===== src/rtl/spi_pkg.sv =====
// Shared definitions for the SPI shift-register datapath: default width,
// transfer state encoding and the bit-counter width helper.
package spi_pkg;

  localparam int SPI_WIDTH = 8;

  typedef enum logic [1:0] {
    IDLE  = 2'd0,
    SHIFT = 2'd1,
    DONE  = 2'd2
  } spi_state_t;

  // Counter must hold WIDTH itself so it never wraps inside a transfer.
  function automatic int cnt_width(input int width);
    return $clog2(width + 1);
  endfunction

endpackage


===== src/rtl/spi_bit_counter.sv =====
// Clear/enable up-counter of shifted bits; last flags the final shift of a word.
module spi_bit_counter
  import spi_pkg::*;
#(
  parameter int WIDTH = SPI_WIDTH
) (
  input  logic clk,
  input  logic reset,
  input  logic clr,
  input  logic en,
  output logic last
);

  localparam int CW = cnt_width(WIDTH);

  logic [CW-1:0] count;

  always_ff @(posedge clk or negedge reset) begin
    if (!reset) begin
      count <= '0;
    end else if (clr) begin
      count <= '0;
    end else if (en) begin
      count <= count + CW'(1);
    end
  end

  assign last = (count == CW'(WIDTH - 1));

endmodule


===== src/rtl/spi_shift_register.sv =====
// SPI serial-in/serial-out shift register with parallel load and received-word capture.
// Build option: define SPI_SHIFT_LSB_FIRST_EN to shift LSB-first instead of MSB-first.
//
// state | meaning
// IDLE  | waiting; load captures tx_data, start begins a transfer
// SHIFT | one bit out/in per clock, WIDTH clocks
// DONE  | one-cycle done pulse, then back to IDLE
module spi_shift_register
  import spi_pkg::*;
#(
  parameter int WIDTH = SPI_WIDTH
) (
  input  logic             clk,
  input  logic             reset,
  input  logic             load,
  input  logic [WIDTH-1:0] tx_data,
  input  logic             start,
  input  logic             serial_in,
  output logic             serial_out,
  output logic [WIDTH-1:0] rx_data,
  output logic             busy,
  output logic             done
);

  spi_state_t       state;
  spi_state_t       state_nxt;
  logic [WIDTH-1:0] shreg;
  logic [WIDTH-1:0] shreg_shift;
  logic             cnt_clr;
  logic             cnt_en;
  logic             cnt_last;

  assign cnt_clr = (state == IDLE) && start;
  assign cnt_en  = (state == SHIFT);

  spi_bit_counter #(
    .WIDTH(WIDTH)
  ) u_bit_counter (
    .clk  (clk),
    .reset(reset),
    .clr  (cnt_clr),
    .en   (cnt_en),
    .last (cnt_last)
  );

`ifdef SPI_SHIFT_LSB_FIRST_EN
  assign shreg_shift = {serial_in, shreg[WIDTH-1:1]};
  assign serial_out  = shreg[0];
`else
  assign shreg_shift = {shreg[WIDTH-2:0], serial_in};
  assign serial_out  = shreg[WIDTH-1];
`endif

  always_comb begin
    state_nxt = IDLE;
    case (state)
      IDLE:    state_nxt = start ? SHIFT : IDLE;
      SHIFT:   state_nxt = cnt_last ? DONE : SHIFT;
      DONE:    state_nxt = IDLE;
      default: state_nxt = IDLE;
    endcase
  end

  always_ff @(posedge clk or negedge reset) begin
    if (!reset) begin
      state <= IDLE;
    end else begin
      state <= state_nxt;
    end
  end

  // load/start are only honoured in IDLE, so a running word is never disturbed.
  always_ff @(posedge clk or negedge reset) begin
    if (!reset) begin
      shreg   <= '0;
      rx_data <= '0;
    end else begin
      if (state == IDLE && load) begin
        shreg <= tx_data;
      end else if (state == SHIFT) begin
        shreg <= shreg_shift;
      end
      if (state == SHIFT && cnt_last) begin
        rx_data <= shreg_shift;
      end
    end
  end

  assign busy = (state == SHIFT);
  assign done = (state == DONE);

endmodule


===== config.mk =====
export PLATFORM = sky130hd
export DESIGN_NAME = spi_shift_register
export DESIGN_NICKNAME = d
export VERILOG_FILES = /design/src/rtl/spi_pkg.sv /design/src/rtl/spi_bit_counter.sv /design/src/rtl/spi_shift_register.sv
export SDC_FILE = /design/constraint.sdc
export NUM_CORES = 1
export LEC_CHECK = 0
export BUFFER_PORTS_ARGS = -buffer_cell sky130_fd_sc_hd__buf_2
export CORE_MARGIN = 2
export CORE_UTILIZATION = 45
export DETAILED_ROUTE_END_ITERATION = 16
export MAX_ROUTING_LAYER = met4
export PLACE_DENSITY_LB_ADDON = 0.08
export SKIP_CTS_REPAIR_TIMING = 1
export SYNTH_ARGS = -nofsm -noshare
export SYNTH_HDL_FRONTEND = slang
export SYNTH_HIERARCHICAL = 1
export SYNTH_SLANG_ARGS = --single-unit

===== constraint.sdc =====
create_clock -name clk -period 4.45 [get_ports clk]
set_input_delay 0.2225 -clock clk [delete_from_list [all_inputs] [get_ports clk]]
set_output_delay 0.2225 -clock clk [all_outputs]
set_load 0.005 [all_outputs]

==> flow_results.xml, run 1 <==
<?xml version="1.0" encoding="UTF-8"?>
<metrics>
  <group name="place">
    <metric name="routabilityCongestion" unit="">0.687</metric>
    <metric name="port_buffers" unit="">23</metric>
    <metric name="hpwlAfterDp" unit="mm">1.36</metric>
    <metric name="dp_cells" unit="">130</metric>
  </group>
  <group name="die">
    <metric name="initial_cell_density_of_the_core" unit="">0.463</metric>
    <metric name="floorplan.rows" unit="">17</metric>
    <metric name="die-height" unit="um">51.0</metric>
    <metric name="ios" unit="">24</metric>
    <metric name="core_area" unit="mm2">0.00215</metric>
    <metric name="floorplan.die_area" unit="mm2">0.00260</metric>
    <metric name="die_w" unit="um">51.0</metric>
  </group>
  <group name="cells_and_area">
    <metric name="post_route_cells_drive_above_1_share" unit="">0.364</metric>
    <metric name="diodes" unit="">0</metric>
    <metric name="layout.nets" unit="">122</metric>
    <metric name="synthToLayoutAreaGrowth" unit="%">18.6</metric>
    <metric name="final_instance_count_without_filler_cells" unit="">135</metric>
    <metric name="fillerInstances" unit="">182</metric>
  </group>
  <group name="timing">
    <metric name="final.min_clock_period" unit="ps">1660</metric>
    <metric name="report.final.slew_viol_count" unit="">0</metric>
    <metric name="finalHoldViolations" unit="">0</metric>
    <metric name="final.setup.tns" unit="ps">0</metric>
    <metric name="fin_worst_skew" unit="ps">9.38</metric>
    <metric name="timing_worst_slew_pin_value" unit="ps">591</metric>
    <metric name="max-slew-margin-rel" unit="">0.605</metric>
    <metric name="setup_viol_count_final" unit="">0</metric>
    <metric name="clock.fmax" unit="MHz">603</metric>
    <metric name="final.period_utilization" unit="">0.373</metric>
    <metric name="grt_setup_unrepaired" unit="">no</metric>
  </group>
  <group name="grt">
    <metric name="via_count_of_the_first_global_routing_pass" unit="">709</metric>
    <metric name="gr-usage-all-layers" unit="">0.175</metric>
    <metric name="gr-max-usage-layer" unit="">met2</metric>
    <metric name="global_route.usage.met3" unit="">0.0614</metric>
    <metric name="grt.met2_usage" unit="">0.288</metric>
    <metric name="grt_use_met1" unit="">0.202</metric>
    <metric name="grt_pass1_wl" unit="mm">3.18</metric>
    <metric name="antenna_found_initial" unit="">0</metric>
    <metric name="remaining_overflow_grt" unit="">0</metric>
    <metric name="grt_start_max_net_pins" unit="">23</metric>
  </group>
  <group name="yosys">
    <metric name="yosysSeqAreaShare" unit="">0.553</metric>
    <metric name="syn_nets" unit="">94</metric>
    <metric name="synth_cell_type_count" unit="">21</metric>
    <metric name="post_synth_instance_area" unit="um2">995</metric>
    <metric name="ys_seq_elements" unit="">22</metric>
    <metric name="yosysWarningCount" unit="">6</metric>
    <metric name="syn_area_per_cell" unit="um2">12.4</metric>
    <metric name="synth_cells" unit="">80</metric>
  </group>
  <group name="outcome">
    <metric name="outcome" unit="">completed</metric>
  </group>
  <group name="critical_path">
    <metric name="path_max_fanout" unit="">9</metric>
    <metric name="timing.setup.critical_path_class" unit="">flip-flop to flip-flop</metric>
    <metric name="arrival_time_of_the_worst_setup_path" unit="ps">1850</metric>
    <metric name="timing.critical_path.to_type" unit="">flip-flop</metric>
    <metric name="setup.worst_path.start_class" unit="">flip-flop</metric>
    <metric name="cp_data_required_time" unit="ps">4640</metric>
  </group>
  <group name="min_path">
    <metric name="hp-class" unit="">primary input to flip-flop</metric>
  </group>
  <group name="pwr">
    <metric name="static-leakage-power" unit="nW">0.593</metric>
    <metric name="peakVddDrop" unit="mV">0.328</metric>
    <metric name="power_per_cell_area" unit="mW/mm2">639</metric>
  </group>
  <group name="routing">
    <metric name="total_via_count_after_detailed_routing" unit="">703</metric>
    <metric name="initialDrtViolationCount" unit="">37</metric>
    <metric name="drc" unit="">0</metric>
    <metric name="detail_route.wirelength" unit="mm">1.84</metric>
    <metric name="ant_nets" unit="">0</metric>
    <metric name="routed_wire_length_per_instance" unit="um">13.6</metric>
    <metric name="drt-pass1-iter-count" unit="">4</metric>
    <metric name="avgViaCountPerCell" unit="">5.21</metric>
  </group>
  <group name="clock_tree">
    <metric name="tritoncts_clock_tree" unit="">done</metric>
    <metric name="clockRootBuffer" unit="">clkbuf_4</metric>
    <metric name="cts.sink_count" unit="">22</metric>
    <metric name="ctsLongestPathBuffers" unit="">2</metric>
    <metric name="cts.clk_slew.worst_paths" unit="ps">120</metric>
    <metric name="clk-insertion-delay-late" unit="ps">300</metric>
    <metric name="cts_inserted_buffers" unit="">3</metric>
    <metric name="cts_htree_levels" unit="">1</metric>
  </group>
  <group name="flow_run">
    <metric name="max-cap-violations" unit="">0</metric>
  </group>
</metrics>
worst max-delay path, cell delays in order (launching register included):
cell	delay (ps)
dfrtp_1	480
nor2_1	450
and2_1	290
nor2_1	70
mux2_4	270
sequential cells by signal (all words and copies together) (netlist names):
register	count
rx_data	8
u_bit_counter/count	4
shreg	8
state	2
worst paths after layout:
check	from	to	slack, ps	cells past startpoint
worst max register to register	state[0]	u_bit_counter/count[3]	2790	4
worst min-delay path	serial_in	rx_data[0]	160	2
worst max-delay path	state[0]	u_bit_counter/count[3]	2790	4
max in group asynchronous	reset	u_bit_counter/count[1]	3720	2
worst min register to register	rx_data[1]	rx_data[1]	510	1
min in group asynchronous	reset	shreg[1]	390	2
placed cells by master, fill, tap and decap left out:
master / n
buf_2: 23
nor2b_1: 10
mux2_4: 1
dfrtp_1: 22
a21oi_1: 2
mux2i_1: 1
nor2b_4: 1
clkbuf_4: 3
nand2_1: 1
xnor2_1: 1
a222oi_1: 8
nand3b_4: 1
nor2_1: 5
nand2b_1: 2
a21bo_2: 1
nand4_1: 1
ha_1: 1
inv_1: 10
and2_1: 1
nand3b_1: 1
mux2_2: 8
clkbuf_8: 1
dlygate4sd3_1: 1
o21bai_1: 1
cells in the mapped netlist (all sizes together):
cell type | n | share of area
a21bo | 1 | 0.010
a21oi | 2 | 0.010
a222oi | 8 | 0.081
and2 | 1 | 0.0063
buf | 1 | 0.011
dfrtp | 22 | 0.55
ha | 1 | 0.013
inv | 10 | 0.038
mux2 | 9 | 0.11
mux2i | 1 | 0.010
nand2 | 1 | 0.0038
nand2b | 2 | 0.013
nand3b | 2 | 0.028
nand4 | 1 | 0.0063
nor2 | 5 | 0.019
nor2b | 11 | 0.077
o21bai | 1 | 0.0075
xnor2 | 1 | 0.0088
kinds of logic after synthesis:
group                      Yosys count  synth area share
adders and majority gates            1            0.0126
and+or+nand+nor                     23             0.152
muxes                               10             0.116
AOI/OAI and AO/OA                   12             0.108
DFF                                 22             0.553
xor gates and xnor gates             1           0.00881
buffers and inverters               11            0.0491
where the power goes:
part / internal, mW / switching (mW) / total [mW] / leakage [nW]
Combinational: 0.157 / 0.141 / 0.298 / 0.318
Sequential: 0.294 / 0.0556 / 0.349 / 0.254
Clock: 0.0499 / 0.0571 / 0.107 / 0.0210
final cells by class:
class,instances,area [um2],share of cell area
multi-input cells,47,395,0.335
repair buffers,24,125,0.106
well taps,28,35.0,0.0297
flip-flops and latches,22,551,0.467
clock buffers,4,36.3,0.0308
inverters,10,37.5,0.0318
layer usage:
metal  routed length [um]  part of all wire
met5                    0                 0
met4                   14            0.0076
met3                   73             0.040
met2                  888              0.48
met1                  861              0.47
metrics by stage:
stage / hold slack [ps] / util / setup WS (ps) / area [um2] / power [mW]
after detailed placement: 212 / 0.528 / 2820 / 1130 / 0.655
after global routing: 148 / 0.549 / 2700 / 1180 / 0.820
final: 161 / 0.549 / 2790 / 1180 / 0.754
after floorplan: -73.1 / - / 3020 / 995 / 0.559
after global placement: 214 / 0.528 / 2870 / 1130 / 0.642
after CTS: -132 / 0.545 / 2800 / 1170 / 0.763
No activity file was read; power rests on OpenSTA's default activity.
==> run 2, diff against run 1 <==
--- a/config.mk
+++ b/config.mk
@@ -5,6 +5,7 @@
 export SDC_FILE = /design/constraint.sdc
 export NUM_CORES = 1
 export LEC_CHECK = 0
+export ABC_AREA = 1
 export BUFFER_PORTS_ARGS = -buffer_cell sky130_fd_sc_hd__buf_2
 export CORE_MARGIN = 2
 export CORE_UTILIZATION = 45
==> constraint.sdc (replaced) <==
create_clock -name clk -period 1.5 [get_ports clk]
set_input_delay 0.075 -clock clk [delete_from_list [all_inputs] [get_ports clk]]
set_output_delay 0.075 -clock clk [all_outputs]
set_load 0.005 [all_outputs]
==> flow_results.xml, run 2 <==
<?xml version="1.0" encoding="UTF-8"?>
<metrics>
  <group name="yosys">
    <metric name="yosysSeqAreaShare" unit="">0.558</metric>
    <metric name="syn_area_per_cell" unit="um2">8.44</metric>
    <metric name="synth-edff-count" unit="">0</metric>
    <metric name="post_synth_instance_area" unit="um2">987</metric>
    <metric name="synth_cells" unit="">117</metric>
    <metric name="fraction_of_the_mapped_netlist_area_in_compound_gates" unit="">0.0380</metric>
    <metric name="synth_xor_area_frac" unit="">0</metric>
    <metric name="ys_top_cells_by_count" unit="">48 x nand2_1, 22 x dfrtp_1, 18 x nand3_1</metric>
    <metric name="yosysWarningCount" unit="">6</metric>
    <metric name="syn_nets" unit="">131</metric>
    <metric name="top_reg_cell_synth" unit="">dfrtp_1</metric>
    <metric name="synth_area_leader_cell" unit="">dfrtp_1</metric>
    <metric name="ys_seq_elements" unit="">22</metric>
    <metric name="synth.most_common_cell" unit="">nand2_1</metric>
    <metric name="synth_cell_type_count" unit="">17</metric>
    <metric name="synth.area.top_cells" unit="">dfrtp_1 56%, nand2_1 18%, nand3_1 9.1%</metric>
    <metric name="synth_top_area_frac" unit="">0.558</metric>
    <metric name="dominant_combinational_cell_family_by_area_after_synthesis" unit="">simple AND/OR/NAND/NOR gates</metric>
    <metric name="async_reset_ff_frac" unit="">1.00</metric>
    <metric name="synthSimpleGateAreaFrac" unit="">0.346</metric>
    <metric name="synth_adder_area_share" unit="">0.0127</metric>
    <metric name="synth.area.mux_share" unit="">0</metric>
  </group>
  <group name="min_path">
    <metric name="hp-class" unit="">primary input to flip-flop</metric>
    <metric name="hold_end" unit="">shreg[2]</metric>
    <metric name="min_from" unit="">tx_data[2]</metric>
    <metric name="holdPathStages" unit="">3</metric>
  </group>
  <group name="clock_tree">
    <metric name="cts.sink_count" unit="">22</metric>
    <metric name="ctsLongestPathBuffers" unit="">2</metric>
    <metric name="clockRootBuffer" unit="">clkbuf_4</metric>
    <metric name="tritoncts_clock_tree" unit="">done</metric>
    <metric name="cts_htree_levels" unit="">1</metric>
    <metric name="cts.clk_slew.worst_paths" unit="ps">110</metric>
    <metric name="cts_inserted_buffers" unit="">3</metric>
    <metric name="clk-insertion-delay-late" unit="ps">290</metric>
  </group>
  <group name="die">
    <metric name="core_area" unit="mm2">0.00202</metric>
    <metric name="initial_cell_density_of_the_core" unit="">0.488</metric>
    <metric name="floorplan.rows" unit="">16</metric>
    <metric name="ios" unit="">24</metric>
    <metric name="die-height" unit="um">50.8</metric>
    <metric name="floorplan.die_area" unit="mm2">0.00258</metric>
    <metric name="die_w" unit="um">50.8</metric>
  </group>
  <group name="critical_path">
    <metric name="worst_r2r_path_depth" unit="">8</metric>
    <metric name="timing.critical_path.to_type" unit="">flip-flop</metric>
    <metric name="cp_data_required_time" unit="ps">1690</metric>
    <metric name="crit_slowest_cell" unit="">dfrtp_1</metric>
    <metric name="timing.setup.critical_path_class" unit="">flip-flop to flip-flop</metric>
    <metric name="worstReg2RegEnd" unit="">u_bit_counter/count[3]</metric>
    <metric name="setup.worst_path.start_class" unit="">flip-flop</metric>
    <metric name="arrival_time_of_the_worst_setup_path" unit="ps">1530</metric>
    <metric name="reg2reg_setup_slack" unit="ps">160</metric>
    <metric name="path_cells" unit="">nor2_2, inv_1, nor2_1, nor2_2, nor2_4, nand3_1, nand2_1, nor2_1</metric>
    <metric name="cp.buffers_inverters" unit="">1</metric>
    <metric name="path_max_fanout" unit="">5</metric>
    <metric name="critical_path.top_delay_family" unit="">simple AND/OR/NAND/NOR gates</metric>
    <metric name="crit-reg2reg-launch" unit="">state[0]</metric>
    <metric name="critPathMaxStageDelay" unit="ps">460</metric>
  </group>
  <group name="timing">
    <metric name="final.setup.tns" unit="ps">0</metric>
    <metric name="max-slew-margin-rel" unit="">0.681</metric>
    <metric name="fin_worst_skew" unit="ps">0.893</metric>
    <metric name="final.min_clock_period" unit="ps">1340</metric>
    <metric name="finalHoldViolations" unit="">0</metric>
    <metric name="setup_viol_count_final" unit="">0</metric>
    <metric name="report.final.slew_viol_count" unit="">0</metric>
    <metric name="final.period_utilization" unit="">0.892</metric>
    <metric name="timing_worst_slew_pin_value" unit="ps">479</metric>
    <metric name="clock.fmax" unit="MHz">748</metric>
    <metric name="grt_setup_unrepaired" unit="">no</metric>
  </group>
  <group name="grt">
    <metric name="via_count_of_the_first_global_routing_pass" unit="">785</metric>
    <metric name="antenna_found_initial" unit="">0</metric>
    <metric name="grt_start_max_net_pins" unit="">23</metric>
    <metric name="grt_pass1_wl" unit="mm">3.53</metric>
    <metric name="gr-usage-all-layers" unit="">0.185</metric>
    <metric name="remaining_overflow_grt" unit="">0</metric>
  </group>
  <group name="place">
    <metric name="dp_cells" unit="">168</metric>
    <metric name="hpwlAfterDp" unit="mm">1.46</metric>
    <metric name="routabilityCongestion" unit="">0.775</metric>
    <metric name="port_buffers" unit="">23</metric>
  </group>
  <group name="outcome">
    <metric name="outcome" unit="">completed</metric>
  </group>
  <group name="flow_run">
    <metric name="max-cap-violations" unit="">0</metric>
  </group>
  <group name="cells_and_area">
    <metric name="largest_registers" unit="">rx_data x8, shreg x8, u_bit_counter/count x4</metric>
    <metric name="layout.nets" unit="">162</metric>
    <metric name="layout_common_cells" unit="">48 x nand2_1, 23 x buf_2, 22 x dfrtp_1</metric>
    <metric name="final_instance_count_without_filler_cells" unit="">173</metric>
    <metric name="layout_commonest_cell" unit="">nand2_1</metric>
    <metric name="post_route_cells_drive_above_1_share" unit="">0.253</metric>
    <metric name="final_core_utilization" unit="">0.588</metric>
    <metric name="synthToLayoutAreaGrowth" unit="%">20.4</metric>
    <metric name="diodes" unit="">0</metric>
  </group>
  <group name="routing">
    <metric name="drc" unit="">0</metric>
    <metric name="met2RoutedLength" unit="um">844</metric>
    <metric name="total_via_count_after_detailed_routing" unit="">845</metric>
    <metric name="avgViaCountPerCell" unit="">4.88</metric>
    <metric name="initialDrtViolationCount" unit="">29</metric>
    <metric name="routed_wire_length_per_instance" unit="um">11.3</metric>
    <metric name="routedLengthMet1" unit="um">984</metric>
    <metric name="routed.top_layer" unit="">met4</metric>
    <metric name="detail_route.wirelength" unit="mm">1.95</metric>
    <metric name="met3RoutedLength" unit="um">112</metric>
    <metric name="drt-pass1-iter-count" unit="">4</metric>
    <metric name="ant_nets" unit="">0</metric>
  </group>
  <group name="pwr">
    <metric name="peakVddDrop" unit="mV">0.977</metric>
    <metric name="static-leakage-power" unit="nW">0.657</metric>
    <metric name="power_per_cell_area" unit="mW/mm2">1890</metric>
  </group>
</metrics>
[run 2: through the flow]
step                hold slack, ps  power (mW)  setup WS [ps]  cell area [um2]
finish                        27.1        2.25            163             1190
global route                  32.3        2.48           40.8             1190
CTS                           -266        2.28            186             1170
detailed placement            66.7        2.02            197             1150
global placement              65.3        1.98            276             1150
floorplan                     -221        1.66            143              987
[run 2: power by group]
part	internal, mW	switching, mW
Combinational	0.386	0.549
Clock	0.0933	0.153
Sequential	0.868	0.201
[run 2: cell type report]
type / instances / area, um2
timing repair buffer: 27 / 150
fill: 194 / 833
tap: 27 / 33.8
sequential: 22 / 551
inverter: 10 / 40.0
multi-input combinational: 84 / 392
clock buffer: 3 / 22.5
[run 2: worst min-delay path: stages]
cell and delay (ps):
buf_2 70, nand3_1 60, nand3_1 70
[run 2: worst max-delay path by stage]
stage / startpoint / to / cells past startpoint
2_1_floorplan: state[0] / u_bit_counter/count[3] / 8
3_3_place_gp: u_bit_counter/count[1] / rx_data[2] / 7
3_5_place_dp: state[0] / u_bit_counter/count[3] / 8
4_1_cts: state[1] / busy / 4
5_1_grt: state[0] / u_bit_counter/count[3] / 8
6_report: state[0] / u_bit_counter/count[3] / 8
[run 2: per-layer routing]
metal  GRT usage  vias up
li1            -      429
met1       0.267      386
met2       0.276       28
met3      0.0322        2
met4      0.0405        0
met5           -        -
[run 2: cell families (layout without fill, tap and decap cells)]
group	after synthesis	in the layout
compound gates	6	6
fa+ha+maj	1	1
flops	22	22
buf+inv	11	40
simple gates	77	77
==> run 3, diff against run 2 <==
--- a/config.mk
+++ b/config.mk
@@ -11,7 +11,7 @@
 export CORE_UTILIZATION = 45
 export DETAILED_ROUTE_END_ITERATION = 16
 export MAX_ROUTING_LAYER = met4
-export PLACE_DENSITY_LB_ADDON = 0.08
+export PLACE_DENSITY_LB_ADDON = 0.2
 export SKIP_CTS_REPAIR_TIMING = 1
 export SYNTH_ARGS = -nofsm -noshare
 export SYNTH_HDL_FRONTEND = slang
==> flow_results.xml, run 3 (synthesized netlist as in run 2, its figures left out) <==
<?xml version="1.0" encoding="UTF-8"?>
<metrics>
  <group name="critical_path">
    <metric name="worstReg2RegEnd" unit="">u_bit_counter/count[3]</metric>
    <metric name="arrival_time_of_the_worst_setup_path" unit="ps">1540</metric>
    <metric name="setup.worst_path.start_class" unit="">flip-flop</metric>
    <metric name="cp_data_required_time" unit="ps">1710</metric>
    <metric name="crit_path_start" unit="">state[0]</metric>
    <metric name="path_max_fanout" unit="">5</metric>
    <metric name="worst_r2r_path_depth" unit="">8</metric>
    <metric name="critPathMaxStageDelay" unit="ps">460</metric>
    <metric name="crit-reg2reg-launch" unit="">state[0]</metric>
    <metric name="timing.critical_path.to_type" unit="">flip-flop</metric>
    <metric name="path_cells" unit="">nor2_2, inv_1, nor2_1, nor2_2, nor2_4, nand3_1, nand2_1, nor2_1</metric>
    <metric name="crit_slowest_cell" unit="">dfrtp_1</metric>
    <metric name="timing.setup.critical_path_class" unit="">flip-flop to flip-flop</metric>
    <metric name="critical_path.endpoint" unit="">u_bit_counter/count[3]</metric>
    <metric name="reg2reg_setup_slack" unit="ps">170</metric>
  </group>
  <group name="die">
    <metric name="initial_cell_density_of_the_core" unit="">0.488</metric>
    <metric name="ios" unit="">24</metric>
    <metric name="floorplan.rows" unit="">16</metric>
    <metric name="die-height" unit="um">50.8</metric>
    <metric name="floorplan.die_area" unit="mm2">0.00258</metric>
    <metric name="core_area" unit="mm2">0.00202</metric>
    <metric name="die_w" unit="um">50.8</metric>
  </group>
  <group name="timing">
    <metric name="timing_worst_slew_pin_value" unit="ps">468</metric>
    <metric name="setup_viol_count_final" unit="">0</metric>
    <metric name="final.min_clock_period" unit="ps">1330</metric>
    <metric name="clock.fmax" unit="MHz">751</metric>
    <metric name="timing.hold.ws" unit="ps">-2.36</metric>
    <metric name="final.setup.tns" unit="ps">0</metric>
    <metric name="fin_worst_skew" unit="ps">4.30</metric>
    <metric name="grt_setup_unrepaired" unit="">no</metric>
    <metric name="report.final.slew_viol_count" unit="">0</metric>
    <metric name="max-slew-margin-rel" unit="">0.688</metric>
    <metric name="finalHoldViolations" unit="">1</metric>
    <metric name="final.period_utilization" unit="">0.888</metric>
  </group>
  <group name="cells_and_area">
    <metric name="fillerInstances" unit="">189</metric>
    <metric name="final_instance_count_without_filler_cells" unit="">174</metric>
    <metric name="final_design_area_no_fill" unit="mm2">0.00120</metric>
    <metric name="layout_common_cells" unit="">48 x nand2_1, 23 x buf_2, 22 x dfrtp_1</metric>
    <metric name="area_taken_by_multi_input_logic_gates" unit="um2">392</metric>
    <metric name="diodes" unit="">0</metric>
    <metric name="layout.area.seq" unit="um2">551</metric>
    <metric name="synthToLayoutAreaGrowth" unit="%">21.8</metric>
    <metric name="layout_commonest_cell" unit="">nand2_1</metric>
    <metric name="largest_registers" unit="">rx_data x8, shreg x8, u_bit_counter/count x4</metric>
    <metric name="post_route_cells_drive_above_1_share" unit="">0.259</metric>
    <metric name="layout.nets" unit="">162</metric>
  </group>
  <group name="routing">
    <metric name="met3RoutedLength" unit="um">151</metric>
    <metric name="drt-pass1-iter-count" unit="">4</metric>
    <metric name="total_via_count_after_detailed_routing" unit="">840</metric>
    <metric name="routed.top_layer" unit="">met4</metric>
    <metric name="avgViaCountPerCell" unit="">4.83</metric>
    <metric name="met2RoutedLength" unit="um">959</metric>
    <metric name="detail_route.wirelength" unit="mm">2.05</metric>
    <metric name="ant_nets" unit="">0</metric>
    <metric name="routed_wire_length_per_instance" unit="um">11.8</metric>
    <metric name="drc" unit="">0</metric>
    <metric name="routedLengthMet1" unit="um">913</metric>
    <metric name="initialDrtViolationCount" unit="">38</metric>
  </group>
  <group name="outcome">
    <metric name="violations" unit="">negative hold slack</metric>
    <metric name="outcome" unit="">finished with violations</metric>
  </group>
  <group name="place">
    <metric name="routabilityCongestion" unit="">0.811</metric>
    <metric name="dp_cells" unit="">168</metric>
    <metric name="port_buffers" unit="">23</metric>
    <metric name="post_detailed_placement_cell_area" unit="mm2">0.00115</metric>
    <metric name="hpwlAfterDp" unit="mm">1.50</metric>
  </group>
  <group name="pwr">
    <metric name="static-leakage-power" unit="nW">0.664</metric>
    <metric name="power_per_cell_area" unit="mW/mm2">1940</metric>
    <metric name="power" unit="mW">2.33</metric>
    <metric name="peakVddDrop" unit="mV">1.18</metric>
  </group>
  <group name="clock_tree">
    <metric name="ctsLongestPathBuffers" unit="">2</metric>
    <metric name="cts.sink_count" unit="">22</metric>
    <metric name="tritoncts_clock_tree" unit="">done</metric>
    <metric name="cts_htree_levels" unit="">1</metric>
    <metric name="clockRootBuffer" unit="">clkbuf_4</metric>
    <metric name="cts_inserted_buffers" unit="">3</metric>
    <metric name="clk-insertion-delay-late" unit="ps">310</metric>
    <metric name="cts.clk_slew.worst_paths" unit="ps">120</metric>
  </group>
  <group name="grt">
    <metric name="grt_pass1_wl" unit="mm">3.37</metric>
    <metric name="antenna_found_initial" unit="">0</metric>
    <metric name="via_count_of_the_first_global_routing_pass" unit="">795</metric>
    <metric name="gr-usage-all-layers" unit="">0.180</metric>
    <metric name="grt_start_max_net_pins" unit="">23</metric>
    <metric name="remaining_overflow_grt" unit="">0</metric>
  </group>
  <group name="flow_run">
    <metric name="max-cap-violations" unit="">0</metric>
  </group>
  <group name="min_path">
    <metric name="hp-class" unit="">primary input to flip-flop</metric>
    <metric name="holdPathStages" unit="">3</metric>
  </group>
</metrics>
==> run 3: how the worst min path moves through the flow <==
stage,endpoint,start,slack [ps]
2_1_floorplan,rx_data[0],reset,-220
3_3_place_gp,rx_data[0],reset,60
3_5_place_dp,rx_data[0],reset,60
4_1_cts,rx_data[0],reset,-290
5_1_grt,shreg[1],tx_data[1],20
6_report,shreg[4],tx_data[4],-2
==> run 3: layout make-up <==
cell class	count	area share
inverter	10	0.0333
tap	27	0.0281
multi-input combinational	84	0.326
clock buffer	4	0.0302
timing repair buffer	27	0.125
sequential	22	0.458
==> run 3: per-stage QoR <==
stage                      util  setup slack, ps
final                     0.595              168
after global placement    0.567              257
after detailed placement  0.567              198
after floorplan               -              143
after CTS                 0.585              174
after global routing      0.595             56.7
==> run 3: where the power goes <==
group          total, mW  switching (mW)  internal [mW]
clock network      0.330           0.182          0.148
logic              0.940           0.555          0.385
registers           1.06           0.196          0.867
total               2.33           0.933           1.40
==> run 3: critical path, delay by kind of cell, from the launching register on <==
family	cells	cell delay, ps
buffers and inverters	1	60
flip-flops	1	460
AND/OR/NAND/NOR	7	710
==> run 3: metal layers <==
| layer | track usage | vias to the layer above |
|---|---|---|
| met1 | 0.222 | 378 |
| li1 | - | 429 |
| met5 | - | - |
| met2 | 0.298 | 31 |
| met4 | 0.0676 | 0 |
| met3 | 0.0322 | 2 |
